### config.mk
export PLATFORM = sky130hd
export DESIGN_NAME = modmul_pipe
export DESIGN_NICKNAME = d
export VERILOG_FILES = /design/src/rtl/modmul_pkg.sv /design/src/rtl/modmul_lane.sv /design/src/rtl/modmul_pipe.sv
export SDC_FILE = /design/constraint.sdc
export NUM_CORES = 2
export LEC_CHECK = 0
export BUFFER_PORTS_ARGS = -buffer_cell sky130_fd_sc_hd__buf_2
export CORE_UTILIZATION = 55
export DETAILED_ROUTE_END_ITERATION = 10
export GPL_ROUTABILITY_DRIVEN = 0
export GPL_TIMING_DRIVEN = 0
export PLACE_DENSITY = 0.72
export SKIP_CTS_REPAIR_TIMING = 1
export SYNTH_ARGS = -nofsm -noshare
export SYNTH_HDL_FRONTEND = slang
export SYNTH_HIERARCHICAL = 1
export SYNTH_SLANG_ARGS = --single-unit
export TNS_END_PERCENT = 10
### constraint.sdc
create_clock -name clk -period 6.3 [get_ports clk]
set_input_delay 0 -clock clk [delete_from_list [all_inputs] [get_ports clk]]
set_output_delay 0 -clock clk [all_outputs]
set_load 0.05 [all_outputs]
### src/rtl/modmul_pkg.sv
// Shared constants and elaboration-time helpers for the Barrett modular multiplier.
// Output-mode encoding lives here so every lane and client agrees on it.
package modmul_pkg;

  typedef enum logic {
    MODE_CENTERED  = 1'b0,
    MODE_CANONICAL = 1'b1
  } mode_e;

  function automatic int barrettK(input int w);
    return 2 * w;
  endfunction

  // M = floor(2^K / Q); the quotient estimate undershoots by at most one multiple of Q.
  function automatic longint barrettM(input int q, input int w);
    return (longint'(1) << barrettK(w)) / longint'(q);
  endfunction

  function automatic int halfQ(input int q);
    return (q - 1) / 2;
  endfunction

endpackage

### src/rtl/modmul_lane.sv
// One lane of the Barrett multiplier: product, quotient estimate, remainder registers,
// then the combinational correction that feeds the top-level output register.
module modmul_lane
  import modmul_pkg::*;
#(
  parameter int Q = 7681,
  parameter int W = 14
) (
  input  logic                clk,
  input  logic                en,
  input  logic signed [W-1:0] a,
  input  logic signed [W-1:0] b,
  input  logic                mode,
  output logic signed [W-1:0] c
);

  localparam int ZW = 2 * W;
  localparam int K  = barrettK(W);
  localparam int PW = ZW + K + 2;
  localparam int RW = W + 2;

  localparam logic signed [PW-1:0] M_P    = PW'(barrettM(Q, W));
  localparam logic signed [ZW-1:0] Q_Z    = ZW'(Q);
  localparam logic signed [RW-1:0] Q_R    = RW'(Q);
  localparam logic signed [RW-1:0] HALF_Q = RW'(halfQ(Q));

  logic signed [ZW-1:0] z_p1;
  logic signed [ZW-1:0] z_p2;
  logic signed [ZW-1:0] t_p2;
  logic signed [RW-1:0] r_p3;
  mode_e                mode_p1;
  mode_e                mode_p2;
  mode_e                mode_p3;

  // Folds r from [-Q, 2Q) into [0, Q-1], then optionally recentres around zero.
  function automatic logic signed [W-1:0] correctResidue(input logic signed [RW-1:0] r,
                                                         input mode_e md);
    logic signed [RW-1:0] u;
    u = r;
    if (r[RW-1]) u = r + Q_R;
    else if (r >= Q_R) u = r - Q_R;
    if (md == MODE_CENTERED && u > HALF_Q) u = u - Q_R;
    return W'(u);
  endfunction

  always_ff @(posedge clk) begin
    if (en) begin
      // S1: full signed product
      z_p1    <= ZW'(a) * ZW'(b);
      mode_p1 <= mode_e'(mode);
      // S2: quotient estimate
      z_p2    <= z_p1;
      t_p2    <= ZW'((PW'(z_p1) * M_P) >>> K);
      mode_p2 <= mode_p1;
      // S3: remainder, only the low W+2 bits matter
      r_p3    <= RW'(z_p2 - t_p2 * Q_Z);
      mode_p3 <= mode_p2;
    end
  end

  // S4: correction, registered by the parent
  assign c = correctResidue(r_p3, mode_p3);

endmodule

### src/rtl/modmul_pipe.sv
// Multi-lane pipelined signed modular multiplier with valid/ready handshake.
// The whole pipeline stalls together; a sideband tag rides along with each beat.
module modmul_pipe
  import modmul_pkg::*;
#(
  parameter int Q     = 7681,
  parameter int W     = 14,
  parameter int LANES = 4,
  parameter int TAG_W = 8
) (
  input  logic                 clk,
  input  logic                 rst,
  input  logic                 in_valid,
  output logic                 in_ready,
  input  logic [LANES*W-1:0]   in_a,
  input  logic [LANES*W-1:0]   in_b,
  input  logic                 in_mode,
  input  logic [TAG_W-1:0]     in_tag,
  output logic                 out_valid,
  input  logic                 out_ready,
  output logic [LANES*W-1:0]   out_c,
  output logic [TAG_W-1:0]     out_tag
);

  if (Q % 2 == 0 || Q <= 2 || Q >= (1 << (W - 1))) begin : g_badQ
    $error("modmul_pipe: Q must be odd with 2 < Q < 2^(W-1)");
  end

  logic               en;
  logic               accept;
  logic               vld_p1, vld_p2, vld_p3;
  logic [TAG_W-1:0]   tag_p1, tag_p2, tag_p3;
  logic [LANES*W-1:0] laneC;

  assign en       = out_ready | ~out_valid;
  assign in_ready = en;
  assign accept   = in_valid & en;

  for (genvar i = 0; i < LANES; i++) begin : g_lane
    modmul_lane #(
      .Q(Q),
      .W(W)
    ) u_lane (
      .clk (clk),
      .en  (en),
      .a   (in_a[i*W +: W]),
      .b   (in_b[i*W +: W]),
      .mode(in_mode),
      .c   (laneC[i*W +: W])
    );
  end

  always_ff @(posedge clk or posedge rst) begin
    if (rst) begin
      vld_p1    <= 1'b0;
      vld_p2    <= 1'b0;
      vld_p3    <= 1'b0;
      out_valid <= 1'b0;
      out_c     <= '0;
      out_tag   <= '0;
    end else if (en) begin
      // S1..S3 valid pipe
      vld_p1    <= accept;
      vld_p2    <= vld_p1;
      vld_p3    <= vld_p2;
      // S4: output register
      out_valid <= vld_p3;
      out_c     <= laneC;
      out_tag   <= tag_p3;
    end
  end

  always_ff @(posedge clk) begin
    if (en) begin
      tag_p1 <= in_tag;
      tag_p2 <= tag_p1;
      tag_p3 <= tag_p2;
    end
  end

endmodule

==> flow_metrics.env <==
export IMPL_syn_num_nets=9796
export IMPL_grt_ovfl_total=0
export IMPL_vias=50800
export IMPL_worstPathArrival_ns=6.57
export IMPL_r2r_slack_ns=0.49
export IMPL_multi_input_area_um2=55400
export IMPL_r2r_cells=16
export IMPL_std_cell_rows=134
export IMPL_register_area_um2=11900
export IMPL_max_freq_mhz=160
export IMPL_vias_per_cell=5.38
export IMPL_syn_area_um2=74100
export IMPL_worstReg2RegStart="g_lane[1].u_lane/z_p1[8]"
export IMPL_h_tree_depth=2
export IMPL_dieArea_um2=136000
export IMPL_drc=44
export IMPL_portBuffers=190
export IMPL_dieHeight_um=369
export IMPL_synthFlopType="edfxtp_1"
export IMPL_hold_depth=3
export IMPL_tightest_slew_ns=1.27
export IMPL_cts_buffers=48
export IMPL_wl_met1_um=70700
export IMPL_syn_avg_cell_area_um2=10.1
export IMPL_place_inst=9337
export IMPL_pre_cts_ws_ns=-0.965
export IMPL_top_layer="met5"
export IMPL_final_min_clock_period_ns=6.25
export IMPL_mostFrequentLayoutCells="inv_1, ha_1, fa_1, nand2_1, and2_1"
export IMPL_final_max_slew_viol_count=0
export IMPL_cts_tree="built"
export IMPL_wl_met2_um=73400
export IMPL_wl_per_cell_um=16.6
export IMPL_rr_endpoint="g_lane[1].u_lane/t_p2[15]"
export IMPL_setup_viol_count_final=0
export IMPL_place_area_um2=77400
export IMPL_drtIter0Drc=2986
export IMPL_slew_headroom=0.156
export IMPL_hp_class="input port to flop"
export IMPL_worstSetupStartpointType="input port"
export IMPL_hold_end="g_lane[1].u_lane/z_p1[1]"
export IMPL_clock_sinks=408
export IMPL_setup_slack_ns=0.0466
export IMPL_worstSetupEndpointType="flop"
export IMPL_first_pass_iters=10
export IMPL_status="finished with violations"
export IMPL_ys_seq_area_frac=0.161
export IMPL_final_area_um2=79300
export IMPL_n_fill_cell=11200
export IMPL_grt_pass1_vias=54000
export IMPL_grt_first_pass_wirelength_um=267000
export IMPL_grt_max_degree=124
export IMPL_core_region_area_um2=134000
export IMPL_antenna_left=0
export IMPL_ys_ff_latch=408
export IMPL_dr_wl_met3_um=9690
export IMPL_root_buffer="clkbuf_16"
export IMPL_clk_pin_slew_ns=0.05
export IMPL_place_hpwl_um=134000
export IMPL_hold_viol_final=0
export IMPL_async_flop_share=0.167
export IMPL_failed_checks="DRC"
export IMPL_clock_latency_ns=0.61
export IMPL_synth_edf_count=340
export IMPL_min_period_over_period=0.993
export IMPL_die_x_um=369
export IMPL_ctsLongestPathBuffers=3
export IMPL_layout_nets=10100
export IMPL_syn_to_final_growth_pct=6.98
export IMPL_final_common_cell="inv_1"
export IMPL_drive_gt1_frac=0.0584
export IMPL_globalRouteTotalUtil=0.240
export IMPL_stdcell_count=9447
export IMPL_worstPathMaxFanout=10
export IMPL_rsz0062_at_grt="yes"
export IMPL_routed_wl_um=157000
export IMPL_ios=191
export IMPL_path_class="input port to flop"
export IMPL_clock_skew_ns=0.0152
export IMPL_worstPathRequired_ns=6.62
export IMPL_syn_inst=7375
export IMPL_synthDistinctLibCells=106
export IMPL_holdCritStartpoint="in_b[14]"
export IMPL_start_util=0.555
export IMPL_antenna_found_initial=7
export IMPL_drv_cap=0
export IMPL_synth_warnings=6
layer usage:
metal | GRT usage | up-vias
met5 | 0 | -
met4 | 0.0494 | 4
met3 | 0.0336 | 204
met2 | 0.402 | 1281
met1 | 0.333 | 25200
li1 | - | 24100
worst max path at each step:
stage             start                         to  slack (ns)  cells after the start
6_report       in_b[16]  g_lane[1].u_lane/z_p1[27]        0.05                     19
5_1_grt        in_b[16]  g_lane[1].u_lane/z_p1[27]       -0.24                     19
4_1_cts        in_b[18]  g_lane[1].u_lane/z_p1[27]       -0.31                     19
3_5_place_dp   in_b[18]  g_lane[1].u_lane/z_p1[27]       -0.96                     19
3_3_place_gp   in_b[16]  g_lane[1].u_lane/z_p1[27]       -0.82                     19
2_1_floorplan   in_a[6]  g_lane[0].u_lane/z_p1[27]        0.28                     20
state kept, by name, indices dropped and copies added (netlist names), 8 cells and up:
register and flops:
tag_p2 8, out_c 56, tag_p1 8, g_lane.u_lane/r_p3 64
tag_p3 8, g_lane.u_lane/z_p1 112, out_tag 8, g_lane.u_lane/t_p2 64
g_lane.u_lane/z_p2 64
cell families (layout without fill, tap and decap cells):
| kind of cell | Yosys count | count (layout) | synth area share |
|---|---|---|---|
| fa+ha+maj | 2296 | 2296 | 0.503 |
| flops | 408 | 408 | 0.161 |
| other cells | 0 | 3 | 0 |
| buf+inv | 1814 | 2115 | 0.0932 |
| mux | 83 | 83 | 0.0128 |
| simple gates | 1608 | 1608 | 0.113 |
| compound gates | 708 | 708 | 0.0632 |
| xor+xnor | 458 | 458 | 0.0542 |
per-stage QoR:
stage	hold slack, ns	TNS (ns)	util
6_report	0.0564	0	0.594
3_3_place_gp	0.179	-6.71	0.579
4_1_cts	-0.716	-0.598	0.592
2_1_floorplan	0.0989	0	-
5_1_grt	0.0227	-0.292	0.594
3_5_place_dp	-0.0618	-8.15	0.579
cell type report:
cell class | count | area share
Inverter | 1647 | 0.0780
Clock inverter | 36 | 0.00532
Timing Repair Buffer | 213 | 0.0158
Sequential cell | 408 | 0.150
Tap cell | 1768 | 0.0279
Buffer | 167 | 0.00924
Clock buffer | 52 | 0.0156
Antenna cell | 3 | 0.0000946
Multi-Input combinational cell | 5153 | 0.698
Yosys cell counts (10+ instances only):
cell type,count,area (um2)
nor2b_1,36,225
nor3b_1,11,82.6
a21o_1,75,563
and4_1,16,140
nor3_1,88,440
a21oi_1,211,1060
nor4_1,19,119
nand4_1,59,369
o21bai_1,31,233
edfxtp_1,340,10200
nand2_1,513,1930
mux2i_1,11,110
or4_1,10,75.1
o211ai_1,15,113
o21a_1,30,225
o31ai_1,17,128
a31oi_1,33,206
ha_1,1156,14500
inv_1,1639,6150
buf_2,20,100
mux2_2,64,721
nor2_1,210,788
and2_1,404,2530
and3_1,32,200
nand3_1,74,370
fa_1,1140,22800
or3_1,21,131
nand2b_1,54,338
xnor2_1,358,3140
a211oi_1,24,180
o21ai_0,129,646
a41oi_1,16,140
or2_2,10,62.6
xor2_1,99,867
clkbuf_1,130,488
dfrtp_1,68,1700
critical path, cell delays in order:
cell,delay [ns]
buf_2,0.12
clkbuf_1,0.43
nand2_1,0.19
fa_1,0.58
fa_2,0.79
inv_1,0.19
fa_1,0.65
fa_1,0.46
fa_1,0.57
fa_1,0.44
ha_1,0.39
a21oi_1,0.19
o21bai_1,0.12
nor3_2,0.26
nor4bb_1,0.35
nor2_1,0.15
a41oi_1,0.33
mux2i_1,0.23
nand4_1,0.13
Power is not shown: default switching activity piles up to over one toggle a cycle in this logic, so the estimate is an artifact.
